File: config.mk
export PLATFORM = sky130hd
export DESIGN_NAME = mem_port_arbiter
export DESIGN_NICKNAME = d
export VERILOG_FILES = /design/src/rtl/mem_arb_pkg.sv /design/src/rtl/mem_arb_sel.sv /design/src/rtl/mem_port_arbiter.sv
export SDC_FILE = /design/constraint.sdc
export NUM_CORES = 1
export LEC_CHECK = 0
export BUFFER_PORTS_ARGS = -buffer_cell sky130_fd_sc_hd__clkbuf_2
export CAP_MARGIN = 20
export CORE_MARGIN = 2
export CORE_UTILIZATION = 25
export DETAILED_ROUTE_END_ITERATION = 10
export PLACE_DENSITY = 0.5
export SLEW_MARGIN = 20
export SYNTH_ARGS = -nofsm -noshare
export SYNTH_HDL_FRONTEND = slang
export SYNTH_HIERARCHICAL = 1
export SYNTH_SLANG_ARGS = --single-unit
File: constraint.sdc
create_clock -name clk_i -period 2.2 [get_ports clk_i]
set_clock_uncertainty 0.2 [all_clocks]
set_input_delay 0.44 -clock clk_i [delete_from_list [all_inputs] [get_ports clk_i]]
set_output_delay 0.44 -clock clk_i [all_outputs]
set_load 0.01 [all_outputs]
File: src/rtl/mem_arb_pkg.sv
// ============================================================================
// Module   : mem_arb_pkg
// Purpose  : Shared state, owner and error-data definitions for mem_port_arbiter
// Revision : 1.0 - initial release
// ============================================================================
`default_nettype none

package mem_arb_pkg;

    typedef enum logic [1:0] {
        IDLE  = 2'd0,
        ISSUE = 2'd1,
        WAIT  = 2'd2,
        RESP  = 2'd3
    } arb_state_t;

    localparam logic OWN_IF = 1'b0;
    localparam logic OWN_DM = 1'b1;

    localparam logic [31:0] ERR_DATA_DEFAULT = 32'hDEAD_BEEF;

endpackage

`default_nettype wire

File: src/rtl/mem_arb_sel.sv
// ============================================================================
// Module   : mem_arb_sel
// Purpose  : Data-priority grant selection with bounded instruction-fetch starvation
// Revision : 1.0 - initial release
// ============================================================================
`default_nettype none

module mem_arb_sel #(
    parameter int STARVE_MAX = 3,
    parameter int SW         = 2
) (
    input  logic          if_req,
    input  logic          dm_req,
    input  logic [SW-1:0] starve_cnt,
    output logic          grant_dm,
    output logic          grant_if
);

    // Data wins unless fetch has already been passed over STARVE_MAX times.
    always_comb begin
        grant_dm = dm_req && ((starve_cnt < SW'(STARVE_MAX)) || !if_req);
        grant_if = if_req && !grant_dm;
    end

endmodule

`default_nettype wire

File: src/rtl/mem_port_arbiter.sv
// ============================================================================
// Module   : mem_port_arbiter
// Purpose  : Shares one single-port memory between the fetch and data ports
// Revision : 1.0 - initial release
// ============================================================================
`default_nettype none

module mem_port_arbiter
    import mem_arb_pkg::*;
#(
    parameter int            AW         = 32,
    parameter int            DW         = 32,
    parameter int            STARVE_MAX = 3,
    parameter int            TIMEOUT    = 15,
    parameter logic [DW-1:0] ERR_DATA   = DW'(ERR_DATA_DEFAULT)
) (
    input  logic          clk_i,
    input  logic          rst_n,
    input  logic          if_req_i,
    input  logic [AW-1:0] if_addr_i,
    output logic [DW-1:0] if_rdata_o,
    output logic          if_ready_o,
    input  logic          dm_req_i,
    input  logic          dm_we_i,
    input  logic [AW-1:0] dm_addr_i,
    input  logic [DW-1:0] dm_wdata_i,
    output logic [DW-1:0] dm_rdata_o,
    output logic          dm_ready_o,
    output logic          mem_en_o,
    output logic          mem_we_o,
    output logic [AW-1:0] mem_addr_o,
    output logic [DW-1:0] mem_wdata_o,
    input  logic [DW-1:0] mem_rdata_i,
    input  logic          mem_ack_i,
    output logic          busy_o,
    output logic          err_o
);

    localparam int SW = $clog2(STARVE_MAX + 1);
    localparam int TW = $clog2(TIMEOUT + 1);

    arb_state_t      r_state;
    logic            r_owner;
    logic [SW-1:0]   r_starve_cnt;
    logic [TW-1:0]   r_tmo_cnt;

    logic            w_grant_dm;
    logic            w_grant_if;
    logic            w_ack_take;
    logic            w_tmo_hit;
    logic [DW-1:0]   w_resp_data;

    mem_arb_sel #(
        .STARVE_MAX (STARVE_MAX),
        .SW         (SW)
    ) u_sel (
        .if_req     (if_req_i),
        .dm_req     (dm_req_i),
        .starve_cnt (r_starve_cnt),
        .grant_dm   (w_grant_dm),
        .grant_if   (w_grant_if)
    );

    // Acks outside ISSUE/WAIT are dropped, which also covers duplicate acks.
    always_comb begin
        w_ack_take  = mem_ack_i && ((r_state == ISSUE) || (r_state == WAIT));
        w_tmo_hit   = (r_state == WAIT) && !mem_ack_i && (r_tmo_cnt == TW'(TIMEOUT));
        w_resp_data = w_tmo_hit ? ERR_DATA : mem_rdata_i;
    end

    always_ff @(posedge clk_i or negedge rst_n) begin
        if (!rst_n) begin
            r_state      <= IDLE;
            r_owner      <= OWN_IF;
            r_starve_cnt <= '0;
            r_tmo_cnt    <= '0;
            if_rdata_o   <= '0;
            if_ready_o   <= 1'b0;
            dm_rdata_o   <= '0;
            dm_ready_o   <= 1'b0;
            mem_en_o     <= 1'b0;
            mem_we_o     <= 1'b0;
            mem_addr_o   <= '0;
            mem_wdata_o  <= '0;
            busy_o       <= 1'b0;
            err_o        <= 1'b0;
        end else begin
            if_ready_o <= 1'b0;
            dm_ready_o <= 1'b0;

            case (r_state)
                IDLE: begin
                    if (w_grant_dm || w_grant_if) begin
                        r_state     <= ISSUE;
                        mem_en_o    <= 1'b1;
                        busy_o      <= 1'b1;
                        r_owner     <= w_grant_dm ? OWN_DM : OWN_IF;
                        mem_addr_o  <= w_grant_dm ? dm_addr_i : if_addr_i;
                        mem_we_o    <= w_grant_dm && dm_we_i;
                        mem_wdata_o <= w_grant_dm ? dm_wdata_i : '0;
                        // Only data grants taken over a waiting fetch count toward starvation.
                        if (w_grant_if || !if_req_i) begin
                            r_starve_cnt <= '0;
                        end else if (r_starve_cnt != SW'(STARVE_MAX)) begin
                            r_starve_cnt <= r_starve_cnt + 1'b1;
                        end
                    end
                end
                ISSUE: begin
                    mem_en_o  <= 1'b0;
                    r_tmo_cnt <= '0;
                    r_state   <= w_ack_take ? RESP : WAIT;
                end
                WAIT: begin
                    if (w_ack_take || w_tmo_hit) begin
                        r_state <= RESP;
                    end else begin
                        r_tmo_cnt <= r_tmo_cnt + 1'b1;
                    end
                end
                RESP: begin
                    r_state <= IDLE;
                    busy_o  <= 1'b0;
                end
                default: begin
                    r_state <= IDLE;
                end
            endcase

            // Completion: ready and read data are registered on entry to RESP.
            if (w_ack_take || w_tmo_hit) begin
                if (r_owner == OWN_DM) begin
                    dm_ready_o <= 1'b1;
                    dm_rdata_o <= w_resp_data;
                end else begin
                    if_ready_o <= 1'b1;
                    if_rdata_o <= w_resp_data;
                end
                if (w_tmo_hit) begin
                    err_o <= 1'b1;
                end
            end
        end
    end

endmodule

`default_nettype wire

-- Word level (Yosys, flattened, before mapping)
Cells that the tools add are included.
- register bits after elaboration: 143
- bits of input ports: 134
- logic and storage cells: 73
- add/subtract/negate cells: 2
- $lt $le $gt $ge: 1
- equality and inequality tests: 8
- muxes and demuxes: 19
- bitwise gates (word level): 1
- reduce and logical (&&, ||, !) cells: 28
- operator list (cell ; count):
    32-bit two-way mux ; 3
    2-bit AND reduction ; 8
    2-bit two-way mux ; 4
    2-bit one-hot mux with 4 select lines ; 1
    4-bit one-hot mux with 2 select lines ; 1
    2-bit nonzero test ; 4
    1-bit two-way mux ; 7
    1-bit logical AND ; 6
    2-bit inequality test (second input constant) ; 3
    1-bit logical OR ; 5
    4-bit by 1-bit adder with 4-bit output (second input constant) ; 1
    2-bit equality test (second input constant) ; 2
    4-bit equality test (second input constant) ; 1
    4-bit two-way mux ; 1
    1-bit one-hot mux with 2 select lines ; 2
    1-bit zero test ; 3
    3-bit AND reduction ; 1
    2-bit by 1-bit adder with 2-bit output (second input constant) ; 1
    2-bit by 1-bit equality test with 1-bit output (second input constant) ; 1
    2-bit zero test ; 1
    2-bit less-than comparator (second input constant) ; 1
    2-bit by 1-bit inequality test with 1-bit output (second input constant) ; 1
    1-bit NOT ; 1

-- Depth between registers and ports, before layout
Gate-level depths: netlist of the first run.
- depth in word-level cells: 8
- gate-level depth with buffers: 8

-- Modules after synthesis
The synthesis of the first run kept the hierarchy.
- by module, submodules not included (module ; instances ; cells each ; area each (µm²) ; sequential area each (µm²)):
    mem_port_arbiter ; 1 ; 548 ; 6130.9 ; 3578.4
    mem_arb_sel ; 1 ; 4 ; 21.3 ; 0.0

-- Worst setup path after synthesis of the first run
No wires, ideal clock.
- path kind: reg2reg
- start point: register r_state[0]
- end point: register if_rdata_o[10]
- setup time: 125 ps
- arrival: 2001 ps
- slack: -125 ps
- stages on the path, launching flop included: 9
- clock period less this slack: 2325 ps
- cell sequence: dfrtp_1 -> inv_1 -> ha_1 -> nand3b_2 -> or2_1 -> buf_6 -> a21oi_4 -> buf_8 -> mux2_2
- longest elaborated chain between the ends: 5
- elaborated cells on any way between the ends: 9
- RTL lines (what ; line ; source):
    start, declared ; mem_port_arbiter.sv:42 ; arb_state_t r_state;
    start signal, assigned ; mem_port_arbiter.sv:112 ; r_state <= w_ack_take ? RESP : WAIT;
    2-bit by 1-bit equality test with 1-bit output or 2-bit equality test (tied branches) ; mem_port_arbiter.sv:66, mem_port_arbiter.sv:67 ;
    1-bit logical OR or 1-bit logical AND (tied branches) ; mem_port_arbiter.sv:66, mem_port_arbiter.sv:67 ;
    1-bit logical AND, on equally long branches ; mem_port_arbiter.sv:66, mem_port_arbiter.sv:67 ;
    1-bit logical OR ; mem_port_arbiter.sv:131 ; if (w_ack_take || w_tmo_hit) begin
    2-bit AND reduction (no line) ; n/a ;
    end signal, assigned ; mem_port_arbiter.sv:137 ; if_rdata_o <= w_resp_data;
    end, declared ; mem_port_arbiter.sv:21 ; output logic [DW-1:0] if_rdata_o,
Several ways; a longest one is shown, not always the timed one.
A chain may end at the register's enable or synchronous reset.

-- Final worst setup path of the first run
- start point: register r_state[0]
- end point: register if_rdata_o[28]
The elaborated chain is that of the path after synthesis.

==> flow_metrics.py, run 1 <==
metrics = {
    "synthesis": {
        "synth_top_area_share_pct": 58.2,
        "ys_seq_area_share_pct": 58.2,
        "synth-edff-count": 0,
        "syn_area_sq_um": 6150,
        "ys_seq_elements": 143,
        "synth_area_leaders": "dfrtp_1 (58%), mux2_2 (9.2%), mux2i_1 (8.0%), nand2_1 (7.3%), o21ai_0 (3.0%)",
        "synthCells": 552,
        "yosys_warnings": 6,
        "ys_async_sr_fraction_pct": 100,
        "yosysTopAreaCell": "dfrtp_1",
        "synth.distinct_cells": 32,
        "syn_avg_cell_area_sq_um": 11.1,
        "ys.flop_type": "dfrtp_1",
        "syn-num-nets": 694,
    },
    "clock_network": {
        "numCtsBuffers": 17,
        "cts_buffer_depth": 2,
        "cts_tree": "done",
        "clkLatencyLatePin_ns": 0.41,
        "cts_root_buf": "clkbuf_16",
        "clock-sinks": 143,
        "worst_setup_hold_path_clk_slew_ns": 0.07,
        "htree_levels": 4,
    },
    "worst_hold_path": {
        "hold_class": "in -> reg",
        "hp-start": "dm_wdata_i[29]",
        "hold_path_end": "mem_wdata_o[29]",
        "hold_path_depth": 3,
    },
    "placed_design": {
        "place_inst": 1130,
        "dp_hpwl_mm": 11.7,
        "numPortBuffers": 267,
        "gp_congestion": 0.717,
    },
    "finish": {
        "final_common_cell": "clkbuf_2",
        "drive_above_1_share_pct": 45.6,
        "nets": 971,
        "fin_cells": 1166,
        "area_delta_synth_final_pct": 41.6,
        "regArea_sq_um": 3580,
        "antennaDiodeCount": 0,
        "multi_input_area_sq_um": 2370,
        "fillers": 2467,
        "final_cell_mix": "clkbuf_2 (266), dfrtp_1 (143), nand2_1 (118)",
    },
    "flow_run": {
        "max-cap-violations": 0,
    },
    "power": {
        "p_leak_nw": 4.65,
        "p_sw_w": 0.00457,
        "power.internal_w": 0.00787,
        "power_density_nw_per_um2": 1430,
        "ir_worst_vdd_mv": 0.438,
        "pwr-share-comb_pct": 38.8,
        "p_clk_share_pct": 24.5,
        "finalPower_w": 0.0124,
        "switching_share_pct": 36.7,
        "seqPwrFrac_pct": 36.8,
    },
    "worst_setup_path": {
        "crit_path_end_kind": "register",
        "start_kind": "register",
        "reg2reg_depth": 7,
        "reg2reg_slack_ns": 0.05,
        "worstSetupPathType": "reg -> reg",
        "r2r-end": "if_rdata_o[28]",
        "path_max_fanout": 10,
        "r2r_start": "r_state[0]",
        "cp_data_arrival_time_ns": 2.24,
        "crit_required_ns": 2.30,
    },
    "floorplan": {
        "fp.dieH_um": 161,
        "ios": 268,
        "initial_core_util_pct": 25.4,
        "fp-row-count": 57,
        "coreArea_sq_um": 24200,
        "dieArea_sq_um": 25900,
        "die_x_um": 161,
    },
    "detailed_routing": {
        "firstDrtPassIters": 4,
        "wirelength_mm": 16.4,
        "vias": 4841,
        "drc": 0,
        "viasPerCell": 4.15,
        "ant_nets": 0,
        "avgRoutedWirePerCell_um": 14.1,
        "drtIter0Drc": 164,
    },
    "timing": {
        "tns_ns": 0,
        "worst_pin_slew_ns": 0.397,
        "post-route-min-period_ns": 2.15,
        "setup_viol": 0,
        "worst_hold_slack_ns": 0.0434,
        "relSlewSlack_pct": 73.5,
        "slew_viol_final": 0,
        "fin_crit_sh_pct": 97.6,
        "hold_viol": 0,
        "fmax_mhz": 466,
        "rsz0062_at_grt": "true",
    },
    "grt": {
        "grt_usage_pct": 12.8,
        "grt-ovfl-total": 0,
        "antenna_found_initial": 0,
        "grt_max_degree": 60,
        "grt_pass1_wl_mm": 26.2,
        "first_global_vias": 4876,
    },
    "outcome": {
        "status": "finished, final reports clean",
    },
}
-- logic make-up (layout without fill, tap and decap cells) --
family                   after synthesis  in the layout  share of synthesized area [%]
AND/OR/NAND/NOR                      194            194                           14.0
flip-flops                           143            143                           58.2
multiplexers                         100            100                           17.4
buffers and inverters                 56            346                           4.17
AO/OA/AOI/OAI                         51             51                           4.66
adder cells (fa/ha/maj)                8              8                           1.63
-- power groups by stage --
stage / logic, W / clock network [W] / registers [W]
after floorplan: 0.00215 / 0 / 0.00509
after global placement: 0.00476 / 0 / 0.00461
after detailed placement: 0.00482 / 0 / 0.00462
after CTS: 0.00481 / 0.00316 / 0.00459
after global routing: 0.00536 / 0.00329 / 0.00474
final: 0.00482 / 0.00304 / 0.00457
-- metal layers --
metal	track usage, %	wire, um
met1	17.3	7800
met2	19.6	7180
met3	4.73	1340
met4	2.80	100
met5	0	0
-- cells in the mapped netlist, types with 2 or more instances --
library cell and n:
o21ai_0 37, buf_2 4, clkbuf_1 21, inv_1 23
ha_1 8, buf_8 3, buf_1 4, nand2b_1 26
dfrtp_1 143, nor2_1 5, mux2_2 50, mux2i_1 49
a21oi_1 5, nand2_1 120, nor2b_1 2, nand3_1 36
-- stage by stage --
stage                     worst slack, ns  utilization (%)  area (sq um)
after floorplan                    0.0225                -          6170
after global placement             0.0553             33.0          8010
after detailed placement           0.0337             33.0          8010
after CTS                          0.0242             35.6          8630
after global routing              -0.0162             35.9          8710
final                              0.0537             35.9          8710
-- critical path: stages, from the launching register on --
cell and delay [ns]:
dfrtp_1 0.39, inv_2 0.11, ha_4 0.16, nand3b_4 0.08
or2_4 0.26, a21oi_4 0.29, clkbuf_16 0.24, mux2_4 0.30
-- state kept, by name, indices dropped and copies added (netlist names), 2 cells and up --
signal / cells
dm_rdata_o: 32
if_rdata_o: 32
mem_addr_o: 32
mem_wdata_o: 32
r_tmo_cnt: 4
r_starve_cnt: 2
r_state: 2
-- worst max path at each step --
stage	cells after the start	start	endpoint	slack [ns]
after global routing	7	r_state[0]	if_rdata_o[6]	-0.02
after CTS	7	r_state[1]	dm_rdata_o[7]	0.02
final	7	r_state[0]	if_rdata_o[28]	0.05
after global placement	7	r_state[1]	dm_rdata_o[12]	0.06
after detailed placement	7	r_state[1]	dm_rdata_o[11]	0.03
after floorplan	8	r_state[0]	if_rdata_o[10]	0.02
-- final cells by class --
| class | instances | share of cell area (%) |
|---|---|---|
| clock buffers | 17 | 4.88 |
| clock inverters | 15 | 2.20 |
| inverters | 23 | 0.991 |
| multi-input cells | 353 | 27.3 |
| flip-flops and latches | 143 | 41.1 |
| well taps | 324 | 4.65 |
| repair buffers | 291 | 18.9 |
-- repair_timing --
| action | CTS | global route |
|---|---|---|
| hold buffers | 1 | 0 |
| buffers inserted | 0 | 1 |
| hold endpoints to repair | 34 | 0 |
| gates resized for setup | 0 | 5 |
| setup endpoints to repair | 0 | 34 |
No activity file was read; power rests on OpenSTA's default activity.
==> run 2: changes to the inputs <==
--- a/config.mk
+++ b/config.mk
@@ -5,6 +5,7 @@
 export SDC_FILE = /design/constraint.sdc
 export NUM_CORES = 1
 export LEC_CHECK = 0
+export ABC_AREA = 1
 export BUFFER_PORTS_ARGS = -buffer_cell sky130_fd_sc_hd__clkbuf_2
 export CAP_MARGIN = 20
 export CORE_MARGIN = 2
==> run 2 against run 1 <==
Net effect: register-to-register slack better by 0.24 ns; total power about the same; worst hold slack worse by 0.012 ns; worst setup slack better by 0.24 ns; synthesized cell count up 26%; synthesized area up 2.1%; sequential cell count unchanged; cell count up 11%; highest routed layer unchanged; core utilization down 1.4 points.
==> flow_metrics.py, run 2 <==
metrics = {
    "power": {
        "ir_worst_vdd_mv": 0.471,
        "power_density_nw_per_um2": 1440,
        "p_leak_nw": 4.74,
        "finalPower_w": 0.0124,
    },
    "clock_network": {
        "numCtsBuffers": 17,
        "worst_setup_hold_path_clk_slew_ns": 0.07,
        "cts_root_buf": "clkbuf_16",
        "cts_buffer_depth": 2,
        "postCtsSetupBuffers": 0,
        "cts_tree": "done",
        "clkLatencyLatePin_ns": 0.41,
        "htree_levels": 4,
        "clock-sinks": 143,
    },
    "floorplan": {
        "initial_core_util_pct": 25.2,
        "dieArea_sq_um": 26400,
        "fp.dieH_um": 163,
        "fp-row-count": 58,
        "coreArea_sq_um": 24900,
        "die_x_um": 163,
        "ios": 268,
    },
    "synthesis": {
        "syn_avg_cell_area_sq_um": 9.02,
        "ys_seq_area_share_pct": 57.0,
        "synth-edff-count": 0,
        "ys_async_sr_fraction_pct": 100,
        "synth.distinct_cells": 21,
        "syn-num-nets": 838,
        "ys.flop_type": "dfrtp_1",
        "ys_seq_elements": 143,
        "ys_top_cells_by_count": "nand2_1 (233), dfrtp_1 (143), o21ai_0 (64)",
        "yosys_warnings": 6,
        "yosysMostFrequentCell": "nand2_1",
        "synth_top_area_share_pct": 57.0,
        "syn_area_sq_um": 6280,
        "synthCells": 696,
        "yosysTopAreaCell": "dfrtp_1",
        "synth_area_leaders": "dfrtp_1 (57%), nand2_1 (14%), o21ai_2 (5.7%), o21ai_0 (5.1%), nand3_1 (3.5%)",
    },
    "detailed_routing": {
        "ant_nets": 0,
        "vias": 5354,
        "viasPerCell": 4.12,
        "drc": 0,
        "firstDrtPassIters": 6,
        "avgRoutedWirePerCell_um": 13.8,
        "wirelength_mm": 17.9,
        "drtIter0Drc": 276,
    },
    "grt": {
        "grt-ovfl-total": 0,
        "first_global_vias": 5457,
        "antenna_found_initial": 1,
        "grt_usage_pct": 14.1,
        "grt_pass1_wl_mm": 29.0,
        "grt_max_degree": 99,
    },
    "timing": {
        "relSlewSlack_pct": 70.1,
        "tns_ns": 0,
        "worst_pin_slew_ns": 0.448,
        "setup_viol": 0,
        "slew_viol_final": 0,
        "fmax_mhz": 526,
        "hold_viol": 0,
        "rsz0062_at_grt": "false",
        "final.setup.worst_slack_ns": 0.298,
        "post-route-min-period_ns": 1.90,
        "fin_crit_sh_pct": 86.5,
    },
    "worst_setup_path": {
        "path_max_fanout": 37,
        "cp_data_arrival_time_ns": 2.04,
        "worstSetupPathType": "reg -> reg",
        "start_kind": "register",
        "crit_path_end_kind": "register",
        "crit_required_ns": 2.34,
    },
    "finish": {
        "regArea_sq_um": 3580,
        "drive_above_1_share_pct": 38.1,
        "nets": 1098,
        "multi_input_area_sq_um": 2220,
        "final_common_cell": "clkbuf_2",
        "final_cell_mix": "clkbuf_2 (266), nand2_1 (233), dfrtp_1 (143)",
        "area_delta_synth_final_pct": 37.0,
        "fillers": 2654,
    },
    "flow_run": {
        "max-cap-violations": 0,
    },
    "placed_design": {
        "place_ws_ns": 0.0301,
        "numPortBuffers": 267,
        "dp_hpwl_mm": 12.7,
        "gp_congestion": 0.751,
    },
    "outcome": {
        "status": "finished, final reports clean",
    },
    "worst_hold_path": {
        "hold_class": "in -> reg",
    },
}
run 2: cell types whose count changed after synthesis, sizes merged, moves of 13 or more:
cell    change
inv        +28
o21ai      +97
nor2       +27
mux2       -51
nand2b     -26
buf        +13
mux2i      -49
nand2     +117
run 2: through the flow:
stage               hold slack [ns]  util (%)  std cells  instance area (sq um)
global route                 0.0370      34.6       1299                   8600
global placement              0.205      32.0       1266                   7960
detailed placement            0.210      32.0       1266                   7960
floorplan                   -0.0556         -        696                   6280
CTS                          0.0101      34.5       1299                   8600
finish                       0.0311      34.6       1300                   8600
run 2: layout make-up:
cell class | instances | area share [%]
sequential | 143 | 41.6
clock inverter | 14 | 2.12
multi-input combinational | 461 | 25.9
clock buffer | 18 | 5.10
antenna | 1 | 0.0291
timing repair buffer | 282 | 18.2
inverter | 51 | 2.25
tap | 330 | 4.80
run 2: worst max-delay path, cell delays in order (launching register included):
cell and delay [ns]:
dfrtp_1 0.42, inv_1 0.13, ha_1 0.23, nand2_1 0.06
inv_1 0.06, nand2_4 0.16, nand2_2 0.09, nand2_2 0.12
buf_12 0.21, nand2_1 0.07, o21ai_1 0.08
run 2: final timing paths:
kind                                      start               to  slack [ns]  cells after the start
worst max-delay path                 r_state[0]   if_rdata_o[23]        0.30                     10
worst min-delay path             dm_wdata_i[29]  mem_wdata_o[29]        0.03                      3
worst max register to register       r_state[0]   if_rdata_o[23]        0.30                     10
worst min register to register  mem_wdata_o[24]  mem_wdata_o[24]        0.27                      2
max in group asynchronous                 rst_n    if_rdata_o[3]        0.88                      3
min in group asynchronous                 rst_n   if_rdata_o[16]        0.32                      2
run 2: timing repair:
| action | 4_1_cts | 5_1_grt |
|---|---|---|
| cloned | 0 | 0 |
| setup endpoints to repair | 2 | 18 |
| pin swaps | 0 | 0 |
| hold buffers | 1 | 0 |
| endpoints found under the hold margin | 40 | 0 |
| resized for setup | 1 | 1 |
run 2: per-layer routing:
metal	vias to the layer above	global-route usage (%)	part of all wire [%]
li1	2736	-	-
met1	2389	17.6	45
met2	218	22.6	44
met3	11	5.60	10
met4	0	3.70	0.66
met5	-	0	0
run 2: logic make-up (layout without fill, tap and decap cells):
group | Yosys count | after routing | share of synthesized area, %
AOI/OAI and AO/OA | 137 | 137 | 13.4
adders and majority gates | 8 | 8 | 1.59
buffers and inverters | 92 | 365 | 7.69
DFF | 143 | 143 | 57.0
other | 0 | 1 | 0
and+or+nand+nor | 316 | 316 | 20.3
run 2: power breakdown:
group / internal (W) / switching, W / total [W] / leakage, nW
registers: 0.00385 / 0.000698 / 0.00454 / 1.79
logic: 0.00192 / 0.00288 / 0.00479 / 2.65
clock network: 0.00184 / 0.00125 / 0.00309 / 0.299
total: 0.00760 / 0.00482 / 0.0124 / 4.74
==> run 3: changes to the inputs <==
--- a/config.mk
+++ b/config.mk
@@ -11,7 +11,7 @@
 export CORE_MARGIN = 2
 export CORE_UTILIZATION = 25
 export DETAILED_ROUTE_END_ITERATION = 10
-export PLACE_DENSITY = 0.5
+export PLACE_DENSITY = 0.48
 export SLEW_MARGIN = 20
 export SYNTH_ARGS = -nofsm -noshare
 export SYNTH_HDL_FRONTEND = slang
==> constraint.sdc (replaced) <==
create_clock -name clk_i -period 1.79 [get_ports clk_i]
set_clock_uncertainty 0.2 [all_clocks]
set_input_delay 0.358 -clock clk_i [delete_from_list [all_inputs] [get_ports clk_i]]
set_output_delay 0.358 -clock clk_i [all_outputs]
set_load 0.01 [all_outputs]
==> run 3 against run 2 <==
Net effect: via count increased by 7.6%; worst setup slack got worse by 0.26 ns; sequential cell count unchanged; critical path depth decreased by 2; cell count increased by 5.6%; total power increased by 34%.
==> flow_metrics.py, run 3 (synthesis results as in run 2) <==
metrics = {
    "outcome": {
        "status": "finished, final reports clean",
    },
    "power": {
        "power_density_nw_per_um2": 1730,
        "switching_share_pct": 39.9,
        "power.internal_w": 0.00998,
        "p_sw_w": 0.00662,
        "p_clk_share_pct": 22.8,
        "seqPwrFrac_pct": 34.1,
        "finalPower_w": 0.0166,
        "pwr-share-comb_pct": 43.1,
        "ir_worst_vdd_mv": 0.570,
        "p_leak_nw": 5.17,
    },
    "detailed_routing": {
        "wirelength_mm": 20.1,
        "drc": 0,
        "vias": 5762,
        "drtIter0Drc": 270,
        "firstDrtPassIters": 4,
        "ant_nets": 0,
        "viasPerCell": 4.20,
        "avgRoutedWirePerCell_um": 14.7,
    },
    "placed_design": {
        "dp_hpwl_mm": 13.1,
        "gp_congestion": 0.754,
        "numPortBuffers": 267,
        "place_inst": 1284,
        "dpl_cell_area_sq_um": 8110,
    },
    "grt": {
        "grt_usage_pct": 14.1,
        "grt_max_degree": 72,
        "antenna_found_initial": 2,
        "grt-ovfl-total": 0,
        "first_global_vias": 5559,
        "grt_pass1_wl_mm": 29.5,
    },
    "clock_network": {
        "htree_levels": 4,
        "cts_buffer_depth": 2,
        "cts_root_buf": "clkbuf_16",
        "worst_setup_hold_path_clk_slew_ns": 0.07,
        "clkLatencyLatePin_ns": 0.42,
        "clock-sinks": 143,
        "numCtsBuffers": 17,
        "cts_tree": "done",
    },
    "timing": {
        "rsz0062_at_grt": "true",
        "relSlewSlack_pct": 73.8,
        "hold_viol": 0,
        "fmax_mhz": 569,
        "fin_crit_sh_pct": 98.1,
        "worst_pin_slew_ns": 0.392,
        "slew_viol_final": 0,
        "setup_viol": 0,
        "tns_ns": 0,
        "post-route-min-period_ns": 1.76,
    },
    "floorplan": {
        "dieArea_sq_um": 26400,
        "die_x_um": 163,
        "coreArea_sq_um": 24900,
        "fp-row-count": 58,
        "ios": 268,
        "fp.dieH_um": 163,
        "initial_core_util_pct": 25.2,
    },
    "finish": {
        "fin_cells": 1373,
        "post-route-cell-area_sq_um": 9610,
        "final_common_cell": "clkbuf_2",
        "area_delta_synth_final_pct": 53.0,
        "final_cell_mix": "clkbuf_2 (266), nand2_1 (205), dfrtp_1 (143)",
        "nets": 1170,
        "drive_above_1_share_pct": 42.4,
    },
    "worst_setup_path": {
        "slowest_stage": "dfrtp_1",
        "path_buf_inv": 2,
        "path_max_fanout": 7,
        "crit_required_ns": 1.90,
        "start_kind": "register",
        "crit_chain": "inv_2 -> ha_1 -> nand2_2 -> nand2_8 -> nand2_8 -> clkbuf_16 -> nand2_2 -> o21ai_2",
        "crit_path_end_kind": "register",
        "cp_data_arrival_time_ns": 1.86,
        "cpPeakStageDelay_ns": 0.37,
        "crit_family": "simple AND/OR/NAND/NOR gates",
        "worstSetupPathType": "reg -> reg",
    },
    "worst_hold_path": {
        "hold_class": "in -> reg",
    },
    "flow_run": {
        "max-cap-violations": 0,
    },
}
## run 3: layout make-up
class | instances | area (sq um)
fillers | 2525 | 15300
flip-flops and latches | 143 | 3580
multi-input cells | 462 | 2430
repair buffers | 353 | 2370
clock buffers | 17 | 425
well taps | 330 | 413
clock inverters | 15 | 196
inverters | 51 | 194
diodes | 2 | 5.00
## run 3: worst min-delay path: cells and delay by family
| family | cells | cell delay, ns |
|---|---|---|
| AO/OA/AOI/OAI | 1 | 0.11 |
| buffers and inverters | 1 | 0.09 |
| AND/OR/NAND/NOR | 1 | 0.05 |
## run 3: power groups by stage
stage               registers (W)  clock network, W  logic (W)
detailed placement        0.00560                 0    0.00622
global placement          0.00559                 0    0.00613
floorplan                 0.00619                 0    0.00298
CTS                       0.00558           0.00391    0.00629
global route              0.00587           0.00407    0.00796
finish                    0.00567           0.00378    0.00715
## run 3: worst paths after layout
kind,start,to,slack (ns),depth (start not counted)
max in group asynchronous,rst_n,mem_wdata_o[6],0.65,3
max reg2reg,r_state[0],dm_rdata_o[5],0.03,8
max,r_state[0],dm_rdata_o[5],0.03,8
min in group asynchronous,rst_n,dm_rdata_o[16],0.20,2
min,mem_rdata_i[9],if_rdata_o[9],0.01,3
min reg2reg,err_o,err_o,0.27,1
## run 3: metal layers
metal	global-route usage (%)	vias to the layer above	share of wire, %
met5	0	-	0
met4	3.94	0	0.99
met3	4.38	13	7.3
met2	22.1	215	46
met1	18.8	2642	46
li1	-	2892	-
## run 3: timing repair
action	in CTS	in global routing
resized for setup	0	61
hold endpoints to repair	183	0
hold buffers	39	0
endpoints found under the setup margin	0	79
buffers inserted	0	3
## run 3: per-stage QoR
step                hold WS (ns)  util, %  worst slack [ns]
floorplan                 -0.138        -           0.00828
global placement          0.0871     32.6            0.0461
detailed placement        0.0868     32.6            0.0410
CTS                     0.000178     36.6            0.0179
global route             0.00556     38.6           -0.0428
finish                    0.0120     38.6            0.0341
